<file path="config.mk">
export PLATFORM = sky130hd
export DESIGN_NAME = fpu_arbiter_flat
export DESIGN_NICKNAME = d
export VERILOG_FILES = /design/src/rtl/fpu_arbiter_if.sv /design/src/rtl/fpu_arbiter.sv /design/src/flat_wrapper.sv
export SDC_FILE = /design/constraint.sdc
export NUM_CORES = 1
export LEC_CHECK = 0
export ABC_AREA = 0
export BUFFER_PORTS_ARGS = -buffer_cell sky130_fd_sc_hd__clkbuf_2
export CORE_AREA = 2 2 117 119
export CTS_CLUSTER_SIZE = 20
export DETAILED_ROUTE_END_ITERATION = 6
export DIE_AREA = 0 0 119 121
export PLACE_DENSITY_LB_ADDON = 0.25
export SLEW_MARGIN = 10
export SYNTH_ARGS = -nofsm -noshare
export SYNTH_HDL_FRONTEND = slang
export SYNTH_SLANG_ARGS = --single-unit
export TNS_END_PERCENT = 5
</file>
<file path="constraint.sdc">
create_clock -name clk -period 8.4 [get_ports clk]
set_input_delay 1.26 -clock clk [delete_from_list [all_inputs] [get_ports clk]]
set_output_delay 1.26 -clock clk [all_outputs]
set_load 0.005 [all_outputs]
</file>
<file path="src/rtl/fpu_arbiter_if.sv">
// Handshake bundle between two FPU requesters, the arbiter and the FPU.
// master = requesters/FPU side, slave = arbiter side.
interface fpu_arbiter_if;
    logic [1:0]  req_valid;
    logic [31:0] req_op1_0;
    logic [31:0] req_op2_0;
    logic [31:0] req_op1_1;
    logic [31:0] req_op2_1;
    logic [2:0]  req_sel_0;
    logic [2:0]  req_sel_1;
    logic [1:0]  req_ready;
    logic [1:0]  resp_valid;
    logic [31:0] resp_result;
    logic        resp_err;
    logic [31:0] fpu_op1;
    logic [31:0] fpu_op2;
    logic [2:0]  fpu_sel;
    logic        fpu_enable;
    logic [31:0] fpu_result;
    logic        fpu_valid;
    logic        busy;

    modport master (
        output req_valid, req_op1_0, req_op2_0,
        output req_op1_1, req_op2_1,
        output req_sel_0, req_sel_1,
        input  req_ready, resp_valid,
        input  resp_result, resp_err,
        input  fpu_op1, fpu_op2, fpu_sel, fpu_enable,
        output fpu_result, fpu_valid,
        input  busy
    );

    modport slave (
        input  req_valid, req_op1_0, req_op2_0,
        input  req_op1_1, req_op2_1,
        input  req_sel_0, req_sel_1,
        output req_ready, resp_valid,
        output resp_result, resp_err,
        output fpu_op1, fpu_op2, fpu_sel, fpu_enable,
        input  fpu_result, fpu_valid,
        output busy
    );
endinterface

</file>
<file path="src/rtl/fpu_arbiter.sv">
// Round-robin arbiter sharing one FPU between core (0) and DMA (1),
// one command in flight, with illegal-opcode and timeout error responses.
module fpu_arbiter #(
    parameter int unsigned TIMEOUT = 15
) (
    input logic        clk,
    input logic        rst,
    fpu_arbiter_if.slave bus
);

    typedef enum logic [1:0] {IDLE, BUSY, RESP} state_t;

    localparam logic [7:0] CNT_LAST = 8'(TIMEOUT - 1);

    state_t      state_q, state_d;
    logic [31:0] op1_q, op2_q, res_q;
    logic [2:0]  sel_q;
    logic [7:0]  cnt_q;
    logic        owner_q, err_q, last_q;

    logic        win;
    logic [1:0]  grant;
    logic [2:0]  win_sel;
    logic        illegal;
    logic        tmo_hit;

    always_comb begin
        win = 1'b0;
        case (bus.req_valid)
            2'b01:   win = 1'b0;
            2'b10:   win = 1'b1;
            2'b11:   win = ~last_q;
            default: win = 1'b0;
        endcase
    end

    // Grant is combinational, suppressed while reset is held
    assign grant = (state_q == IDLE && !rst && |bus.req_valid)
                   ? (win ? 2'b10 : 2'b01) : 2'b00;
    assign win_sel = win ? bus.req_sel_1 : bus.req_sel_0;
    assign illegal = win_sel > 3'd2;
    assign tmo_hit = !bus.fpu_valid && (cnt_q == CNT_LAST);

    always_ff @(posedge clk or posedge rst) begin
        if (rst) state_q <= IDLE;
        else     state_q <= state_d;
    end

    always_comb begin
        state_d = state_q;
        case (state_q)
            IDLE: if (|grant) state_d = illegal ? RESP : BUSY;
            BUSY: if (bus.fpu_valid || tmo_hit) state_d = RESP;
            RESP: state_d = IDLE;
            default: state_d = IDLE;
        endcase
    end

    always_comb begin
        bus.req_ready   = grant;
        bus.resp_valid  = 2'b00;
        bus.resp_result = 32'd0;
        bus.resp_err    = 1'b0;
        bus.fpu_enable  = 1'b0;
        bus.busy        = state_q != IDLE;
        bus.fpu_op1     = op1_q;
        bus.fpu_op2     = op2_q;
        bus.fpu_sel     = sel_q;
        case (state_q)
            BUSY: bus.fpu_enable = 1'b1;
            RESP: begin
                bus.resp_valid  = owner_q ? 2'b10 : 2'b01;
                bus.resp_result = res_q;
                bus.resp_err    = err_q;
            end
            default: ;
        endcase
    end

    always_ff @(posedge clk or posedge rst) begin
        if (rst) begin
            op1_q   <= 32'd0;
            op2_q   <= 32'd0;
            sel_q   <= 3'd0;
            owner_q <= 1'b0;
            cnt_q   <= 8'd0;
            res_q   <= 32'd0;
            err_q   <= 1'b0;
            last_q  <= 1'b1;
        end else if (|grant) begin
            op1_q   <= win ? bus.req_op1_1 : bus.req_op1_0;
            op2_q   <= win ? bus.req_op2_1 : bus.req_op2_0;
            sel_q   <= win_sel;
            owner_q <= win;
            cnt_q   <= 8'd0;
            res_q   <= 32'd0;
            err_q   <= illegal;
        end else if (state_q == BUSY) begin
            // A late fpu_valid on the timeout cycle still wins
            if (bus.fpu_valid) begin
                res_q <= bus.fpu_result;
                err_q <= 1'b0;
            end else begin
                cnt_q <= cnt_q + 8'd1;
                if (tmo_hit) begin
                    res_q <= 32'd0;
                    err_q <= 1'b1;
                end
            end
        end else if (state_q == RESP) begin
            last_q <= owner_q;
        end
    end

endmodule

</file>
<file path="src/flat_wrapper.sv">
// flat-port wrapper written by rule: the top's interface ports become plain ports
module fpu_arbiter_flat 
#(
    parameter int unsigned TIMEOUT = 15
)
  (clk, rst, bus_req_valid, bus_req_op1_0, bus_req_op2_0, bus_req_op1_1, bus_req_op2_1, bus_req_sel_0, bus_req_sel_1, bus_req_ready, bus_resp_valid, bus_resp_result, bus_resp_err, bus_fpu_op1, bus_fpu_op2, bus_fpu_sel, bus_fpu_enable, bus_fpu_result, bus_fpu_valid, bus_busy);
  fpu_arbiter_if bus_i ();
  input logic clk;
  input logic rst;
  input wire logic [$bits(bus_i.req_valid)-1:0] bus_req_valid;
  input wire logic [$bits(bus_i.req_op1_0)-1:0] bus_req_op1_0;
  input wire logic [$bits(bus_i.req_op2_0)-1:0] bus_req_op2_0;
  input wire logic [$bits(bus_i.req_op1_1)-1:0] bus_req_op1_1;
  input wire logic [$bits(bus_i.req_op2_1)-1:0] bus_req_op2_1;
  input wire logic [$bits(bus_i.req_sel_0)-1:0] bus_req_sel_0;
  input wire logic [$bits(bus_i.req_sel_1)-1:0] bus_req_sel_1;
  output wire logic [$bits(bus_i.req_ready)-1:0] bus_req_ready;
  output wire logic [$bits(bus_i.resp_valid)-1:0] bus_resp_valid;
  output wire logic [$bits(bus_i.resp_result)-1:0] bus_resp_result;
  output wire logic [$bits(bus_i.resp_err)-1:0] bus_resp_err;
  output wire logic [$bits(bus_i.fpu_op1)-1:0] bus_fpu_op1;
  output wire logic [$bits(bus_i.fpu_op2)-1:0] bus_fpu_op2;
  output wire logic [$bits(bus_i.fpu_sel)-1:0] bus_fpu_sel;
  output wire logic [$bits(bus_i.fpu_enable)-1:0] bus_fpu_enable;
  input wire logic [$bits(bus_i.fpu_result)-1:0] bus_fpu_result;
  input wire logic [$bits(bus_i.fpu_valid)-1:0] bus_fpu_valid;
  output wire logic [$bits(bus_i.busy)-1:0] bus_busy;
  assign bus_i.req_valid = bus_req_valid;
  assign bus_i.req_op1_0 = bus_req_op1_0;
  assign bus_i.req_op2_0 = bus_req_op2_0;
  assign bus_i.req_op1_1 = bus_req_op1_1;
  assign bus_i.req_op2_1 = bus_req_op2_1;
  assign bus_i.req_sel_0 = bus_req_sel_0;
  assign bus_i.req_sel_1 = bus_req_sel_1;
  assign bus_req_ready = bus_i.req_ready;
  assign bus_resp_valid = bus_i.resp_valid;
  assign bus_resp_result = bus_i.resp_result;
  assign bus_resp_err = bus_i.resp_err;
  assign bus_fpu_op1 = bus_i.fpu_op1;
  assign bus_fpu_op2 = bus_i.fpu_op2;
  assign bus_fpu_sel = bus_i.fpu_sel;
  assign bus_fpu_enable = bus_i.fpu_enable;
  assign bus_i.fpu_result = bus_fpu_result;
  assign bus_i.fpu_valid = bus_fpu_valid;
  assign bus_busy = bus_i.busy;
  fpu_arbiter #(.TIMEOUT(TIMEOUT)) u_core (.clk(clk), .rst(rst), .bus(bus_i));
endmodule
</file>
-- Yosys cells after proc, flatten, opt, wreduce, memory -nomap -nowiden
Index checks and enable logic that the tools add are counted.
- bits in registers: 112
- output and inout port bits: 106
- bits of input ports: 171
- logic and storage cells: 64
- eq/ne operators: 8
- muxes and demuxes: 26
- bitwise operators: 3
- add/subtract/negate cells: 1
- reductions and logical operators: 16
- order comparisons: 1
- operators by type and width (kind ; number):
    $mux 32 ; 7
    $mux 8 ; 3
    $mux 2 ; 7
    $add 8x1->8 const B ; 1
    $eq 8x4->1 const B ; 1
    $eq 2x2->1 const B ; 3
    $mux 1 ; 6
    $reduce_and 2->1 ; 3
    $ne 2x1->1 const B ; 2
    $pmux 2 s2 ; 1
    $reduce_bool 2->1 ; 2
    $reduce_or 2->1 ; 2
    $gt 3x2->1 const B ; 1
    $logic_and 1x1->1 ; 3
    $mux 3 ; 1
    $not 1->1 ; 3
    $reduce_and 3->1 ; 1
    $reduce_bool 3->1 ; 1
    $eq 2x1->1 const B ; 1
    $logic_not 1->1 ; 2
    $logic_not 2->1 ; 1
    $ne 2x2->1 const B ; 1
    $pmux 1 s2 ; 1
    $logic_or 1x1->1 ; 1

-- Depth between registers and ports, before layout
Gate-level depths: netlist of run 1.
- depth after elaboration: 7
- depth in mapped cells: 7
- depth with buffers taken out: 6

-- Least setup slack after synthesis of run 1
No wires, ideal clock.
- path type: input to output
- start: input port bus_req_valid[1]
- end: output port bus_req_ready[1]
- stages on the path: 3
- arrival: 1876 ps
- buffers on the path: 1
- slack: 5264 ps
- data required time: 7140 ps
- cell sequence: a21boi_4 > and2_4 > buf_2
- word-level cells in the longest chain between the ends: 4
- elaborated cells on any way between the ends: 7
- those cells by class: eq/ne (2); mux (3); reduce/logical (2)
- ends and longest elaborated chain (element ; RTL line ; source):
    start, declared ; flat_wrapper.sv:10 ; input wire logic [$bits(bus_i.req_valid)-1:0] bus_req_valid;
    $eq 2x2->1 ; fpu_arbiter.sv:29 ; case (bus.req_valid)
    $pmux 1 s2 ; fpu_arbiter.sv:29 ;
    $mux 2 ; fpu_arbiter.sv:39 ; ? (win ? 2'b10 : 2'b01) : 2'b00;
    $mux 2 (*) ; fpu_arbiter.sv:39 ;
    end, declared ; flat_wrapper.sv:17 ; output wire logic [$bits(bus_i.req_ready)-1:0] bus_req_ready;
Every way passes the cells marked *; elsewhere a longest branch is shown, timed or not.

-- Worst setup path after layout of run 1
Ends and elaborated chain as after synthesis.

==> impl_metrics.yaml, run 1 <==
outcome:
  status: "complete, no violations"
global_routing:
  grt_antenna_before_repair: 0
  grt_max_degree: 74
  grt_pass1_wl_mm: 21.94
  grt.total_usage: 0.1924
  grt_pass1_vias: 4329
  overflow: 0
placement:
  gp_congestion: 0.8083
  dp.cells: 828
  portBuffers: 276
  hpwl_mm: 10.06
critical_path:
  worst_setup_path_start_kind: "primary input"
  critical_path_buf_inv_count: 2
  worstPathRequired_ps: 7140
  worst-setup-path-type: "primary input to primary output"
  cpMostUsedCell: "clkbuf_2"
  critPathMaxStageDelay_ps: 690
  cp_max_fo: 66
  crit_slowest_cell: "and2_4"
  path_cells: "clkbuf_2 > a21boi_4 > and2_4 > clkbuf_2"
  cp.arrival_ps: 2720
  crit_family: "simple AND/OR/NAND/NOR gates"
  cp-end-kind: "primary output"
sta:
  fmax_mhz: 251.4
  rsz0062_at_grt: "false"
  finClkSkew_ps: 7.514
  final-setup-viol-count: 0
  drv_slew: 0
  finalCritPeriodShare: 0.4735
  finalHoldViolations: 0
  worst_pin_slew_ps: 1102
  fin_crit_ps: 3978
  maxSlewHeadroom: 0.2621
  tns_ps: 0
  holdWs_ps: 488.4
cts:
  htreeDepth: 3
  clock_path_buffers: 2
  cts_buffers: 9
  cts.sinks: 112
  cts_tree: "done"
  clock_latency_ps: 340
  clockRootBuffer: "clkbuf_16"
  cts_hold_repair.buffers: 0
  clk_pin_slew_worst_paths_ps: 70
  cts_resized: 0
  cts_setup_buffers: 0
synth:
  synth_edf_count: 0
  yosysTopAreaCell: "dfrtp_1"
  avgSynthCellArea_um2: 12.55
  synth-main-ff-cell: "dfrtp_1"
  syn_nets: 580
  synth_most_common_cell: "dfrtp_1"
  synth_seq_cells: 112
  ys_seq_area_frac: 0.5489
  ys.warnings.count: 0
  ys_async_sr_fraction: 1.000
  synth_top_cell_area_share: 0.5437
  synth_area_leaders: "dfrtp_1, a22o_1, a21o_1"
  synthCells: 407
  synth_common_cells: "dfrtp_1, a22o_1, a21o_1"
  synthDistinctLibCells: 40
  synth_area_um2: 5109
die:
  dieArea_um2: 14400
  start_util: 0.3904
  ioPinCount: 277
  core_area_um2: 13090
  die_h_um: 121
  num_rows: 42
  die_width_um: 119
drt:
  viasPerCell: 5.134
  drc_errors: 0
  dr_wl_met2_mm: 6.786
  drt_iter0_drc: 136
  wl_per_cell_um: 16.67
  dr.pass1.iters: 4
  wl_met1_mm: 5.959
  routed.top_layer: "met4"
  finalWirelength_mm: 14.05
  vias: 4328
  postRouteAntennaNets: 0
  met3_wirelength_mm: 1.011
final_layout:
  area_delta_synth_final_pct: 32.04
  num_antenna_cells: 0
  drive_gt1_frac: 0.4588
  fin_cells: 843
  fillers: 1196
  final_nets: 836
power:
  ir_worst_vdd_v: 0.00009158
  leakage_nw: 3.971
  power_density_nw_per_um2: 267.0
hold_path:
  worstHoldPathType: "flip-flop to flip-flop"
run:
  max_cap_violations: 0
-- worst min-delay path, cell delays in order (launching register included) --
cell and delay [ps]:
dfrtp_1 340, nand2_1 50, o21ai_1 60
-- state kept, by name, summed over array words and instances (netlist names) --
signal              count
u_core.state_q          2
u_core.bus.fpu_sel      3
u_core.owner_q          1
u_core.bus.fpu_op1     32
u_core.res_q           32
u_core.cnt_q            8
u_core.last_q           1
u_core.bus.fpu_op2     32
u_core.err_q            1
-- power breakdown --
part           internal, mW  leakage (nW)  switching [mW]
Combinational         0.323          2.41           0.267
Sequential            0.710          1.42           0.103
Clock                 0.215         0.134           0.183
-- layout make-up --
type | instances | area [um2] | area share
Clock buffer | 12 | 256.5 | 0.03803
Clock inverter | 3 | 17.52 | 0.002597
Inverter | 4 | 17.52 | 0.002597
Multi-Input combinational cell | 257 | 2026 | 0.3003
Sequential cell | 112 | 2804 | 0.4157
Tap cell | 176 | 220.2 | 0.03265
Timing Repair Buffer | 279 | 1404 | 0.2081
-- placed cells by master (no fill, tap or decap), types with 4 or more instances in the layout --
cell and count:
a21o_1 65, a22o_1 96, and2_1 35, xor2_1 6, nand2_1 4, clkbuf_16 9, clkbuf_2 276, nor2_1 11
dfrtp_1 111, mux2i_1 4
-- layer usage --
metal / GRT usage / vias up
met5: 0 / -
met4: 0.07217 / 0
met3: 0.04323 / 20
met2: 0.3172 / 192
met1: 0.2485 / 2101
li1: - / 2015
-- final timing paths --
| check | startpoint | end | slack [ps] | cells after the start |
|---|---|---|---|---|
| max in group asynchronous | rst | u_core.bus.fpu_sel[0] | 6150 | 3 |
| hold / removal | u_core.bus.fpu_sel[0] | u_core.bus.fpu_sel[0] | 490 | 2 |
| setup / recovery | bus_req_valid[1] | bus_req_ready[1] | 4420 | 4 |
| hold reg to reg | u_core.bus.fpu_sel[0] | u_core.bus.fpu_sel[0] | 490 | 2 |
| setup reg to reg | u_core.state_q[1] | u_core.bus.fpu_op2[17] | 6430 | 5 |
| min in group asynchronous | rst | u_core.bus.fpu_sel[2] | 990 | 2 |
-- metrics by stage --
| step | instance area (um2) | utilization | setup WS (ps) | power [mW] |
|---|---|---|---|---|
| 2_1_floorplan | 5109 | - | 4183 | 1.167 |
| 3_3_place_gp | 6471 | 0.4946 | 4518 | 1.402 |
| 3_5_place_dp | 6471 | 0.4946 | 4452 | 1.417 |
| 4_1_cts | 6745 | 0.5155 | 4446 | 1.824 |
| 5_1_grt | 6745 | 0.5155 | 4331 | 1.917 |
| 6_report | 6745 | 0.5155 | 4422 | 1.801 |
-- kinds of logic (layout without fill, tap and decap cells) --
kind of cell / after synthesis / after routing / share of synthesized area
AOI/OAI and AO/OA: 174 / 174 / 0.2846
xor gates and xnor gates: 7 / 7 / 0.01200
adders and majority gates: 2 / 2 / 0.004898
buffers and inverters: 38 / 298 / 0.05755
DFF: 112 / 112 / 0.5489
muxes: 5 / 5 / 0.01004
and+or+nand+nor: 69 / 69 / 0.08205
(Power assumes the default switching activity.)
==> run 2: changes to the inputs <==
- clock period: 8.4 -> 3.4 ns (I/O delays scaled with it)
==> impl_metrics.yaml, run 2 (synthesized netlist as in run 1, its figures left out) <==
cts:
  cts_resized: 0
  clock_latency_ps: 350
  cts_buffers: 9
  cts_tree: "done"
  cts_hold_repair.buffers: 0
  htreeDepth: 3
  cts.sinks: 112
  clockRootBuffer: "clkbuf_16"
  clk_pin_slew_worst_paths_ps: 70
  cts_setup_buffers: 0
  clock_path_buffers: 2
sta:
  fmax_mhz: 388.1
  finClkSkew_ps: 7.174
  worst_pin_slew_ps: 1046
  drv_slew: 0
  tns_ps: 0
  finalHoldViolations: 0
  finalCritPeriodShare: 0.7578
  maxSlewHeadroom: 0.2997
  fin_crit_ps: 2576
  rsz0062_at_grt: "false"
  final-setup-viol-count: 0
drt:
  viasPerCell: 5.096
  dr.pass1.iters: 5
  wl_per_cell_um: 16.79
  drt_iter0_drc: 224
  drc_errors: 0
  postRouteAntennaNets: 0
  vias: 4311
  finalWirelength_mm: 14.20
critical_path:
  cp-end-kind: "primary output"
  cp.arrival_ps: 2070
  crit_slowest_cell: "nor2b_2"
  cp_max_fo: 36
  worstPathRequired_ps: 2890
  path_cells: "nor2b_2 > and2_1 > clkbuf_2"
  critPathMaxStageDelay_ps: 880
  worst_setup_path_start_kind: "flip-flop"
  worst-setup-path-type: "flip-flop to primary output"
run:
  max_cap_violations: 0
final_layout:
  drive_gt1_frac: 0.4627
  final_common_cell: "clkbuf_2"
  area_delta_synth_final_pct: 32.79
  mostFrequentLayoutCells: "clkbuf_2, dfrtp_1, a22o_1, a21o_1, and2_1"
  finalInstanceArea_um2: 6784
  post-route-util: 0.5185
  num_antenna_cells: 0
  final_nets: 838
power:
  power_frac_clock: 0.225
  power.internal_mw: 3.091
  ir_worst_vdd_v: 0.0002457
  p_seq_frac: 0.450
  power.switching_mw: 1.388
  power_density_nw_per_um2: 660.3
  combPwrFrac: 0.325
  swShare: 0.3099
  leakage_nw: 3.988
global_routing:
  grt_max_degree: 74
  grt.total_usage: 0.1959
  grt_antenna_before_repair: 0
  overflow: 0
  grt_pass1_vias: 4274
  grt_pass1_wl_mm: 22.30
placement:
  portBuffers: 276
  placed_area_um2: 6500
  hpwl_mm: 10.30
  gp_congestion: 0.7922
die:
  die_width_um: 119
  core_area_um2: 13090
  die_h_um: 121
  dieArea_um2: 14400
  ioPinCount: 277
  start_util: 0.3904
  num_rows: 42
outcome:
  status: "complete, no violations"
hold_path:
  worstHoldPathType: "primary input to flip-flop"
==> run 2: final cells by class <==
| class | instances | area, um2 |
|---|---|---|
| well taps | 176 | 220.2 |
| flip-flops and latches | 112 | 2804 |
| repair buffers | 281 | 1431 |
| clock inverters | 5 | 31.28 |
| clock buffers | 11 | 252.7 |
| multi-input cells | 257 | 2026 |
| fillers | 1172 | 6301 |
| inverters | 4 | 18.77 |
==> run 2: worst paths after layout <==
check                                   from                     end  slack [ps]  cells after the start
max in group asynchronous                rst        u_core.res_q[25]        2200                      3
hold / removal             bus_req_op2_0[31]  u_core.bus.fpu_op2[31]         360                      2
setup reg to reg           u_core.state_q[1]  u_core.bus.fpu_op1[21]        1310                      5
setup / recovery           u_core.state_q[1]     bus_resp_result[28]         820                      3
min in group asynchronous                rst         u_core.cnt_q[6]         380                      2
hold reg to reg              u_core.res_q[5]         u_core.res_q[5]         490                      1
==> run 2: routing by layer <==
layer	track usage	routed length, um	part of all wire	up-vias
met5	0	0	0	-
met4	0.06473	212	0.015	0
met3	0.05780	1142	0.080	14
met2	0.3348	7110	0.50	193
met1	0.2376	5739	0.40	2090
li1	-	-	-	2014
==> run 2: worst max-delay path, delay by kind of cell (launching register included) <==
kind | cells | cell delay (ps)
AND/OR/NAND/NOR | 2 | 1140
flip-flops | 1 | 450
buffers and inverters | 1 | 120
==> run 2: through the flow <==
stage	setup WS (ps)	cells	total power [mW]	hold WS, ps
2_1_floorplan	1533	407	2.884	457.7
3_3_place_gp	1201	830	3.466	474.3
3_5_place_dp	1139	830	3.505	475.4
4_1_cts	787.7	846	4.541	343.5
5_1_grt	556.2	846	4.773	345.7
6_report	823.5	846	4.479	355.5
==> run 2: power groups by stage <==
| stage | clock, mW | combinational (mW) | sequential [mW] |
|---|---|---|---|
| 2_1_floorplan | 0 | 0.869 | 2.01 |
| 3_3_place_gp | 0 | 1.44 | 2.02 |
| 3_5_place_dp | 0 | 1.47 | 2.03 |
| 4_1_cts | 1.05 | 1.48 | 2.01 |
| 5_1_grt | 1.10 | 1.61 | 2.07 |
| 6_report | 1.01 | 1.45 | 2.02 |
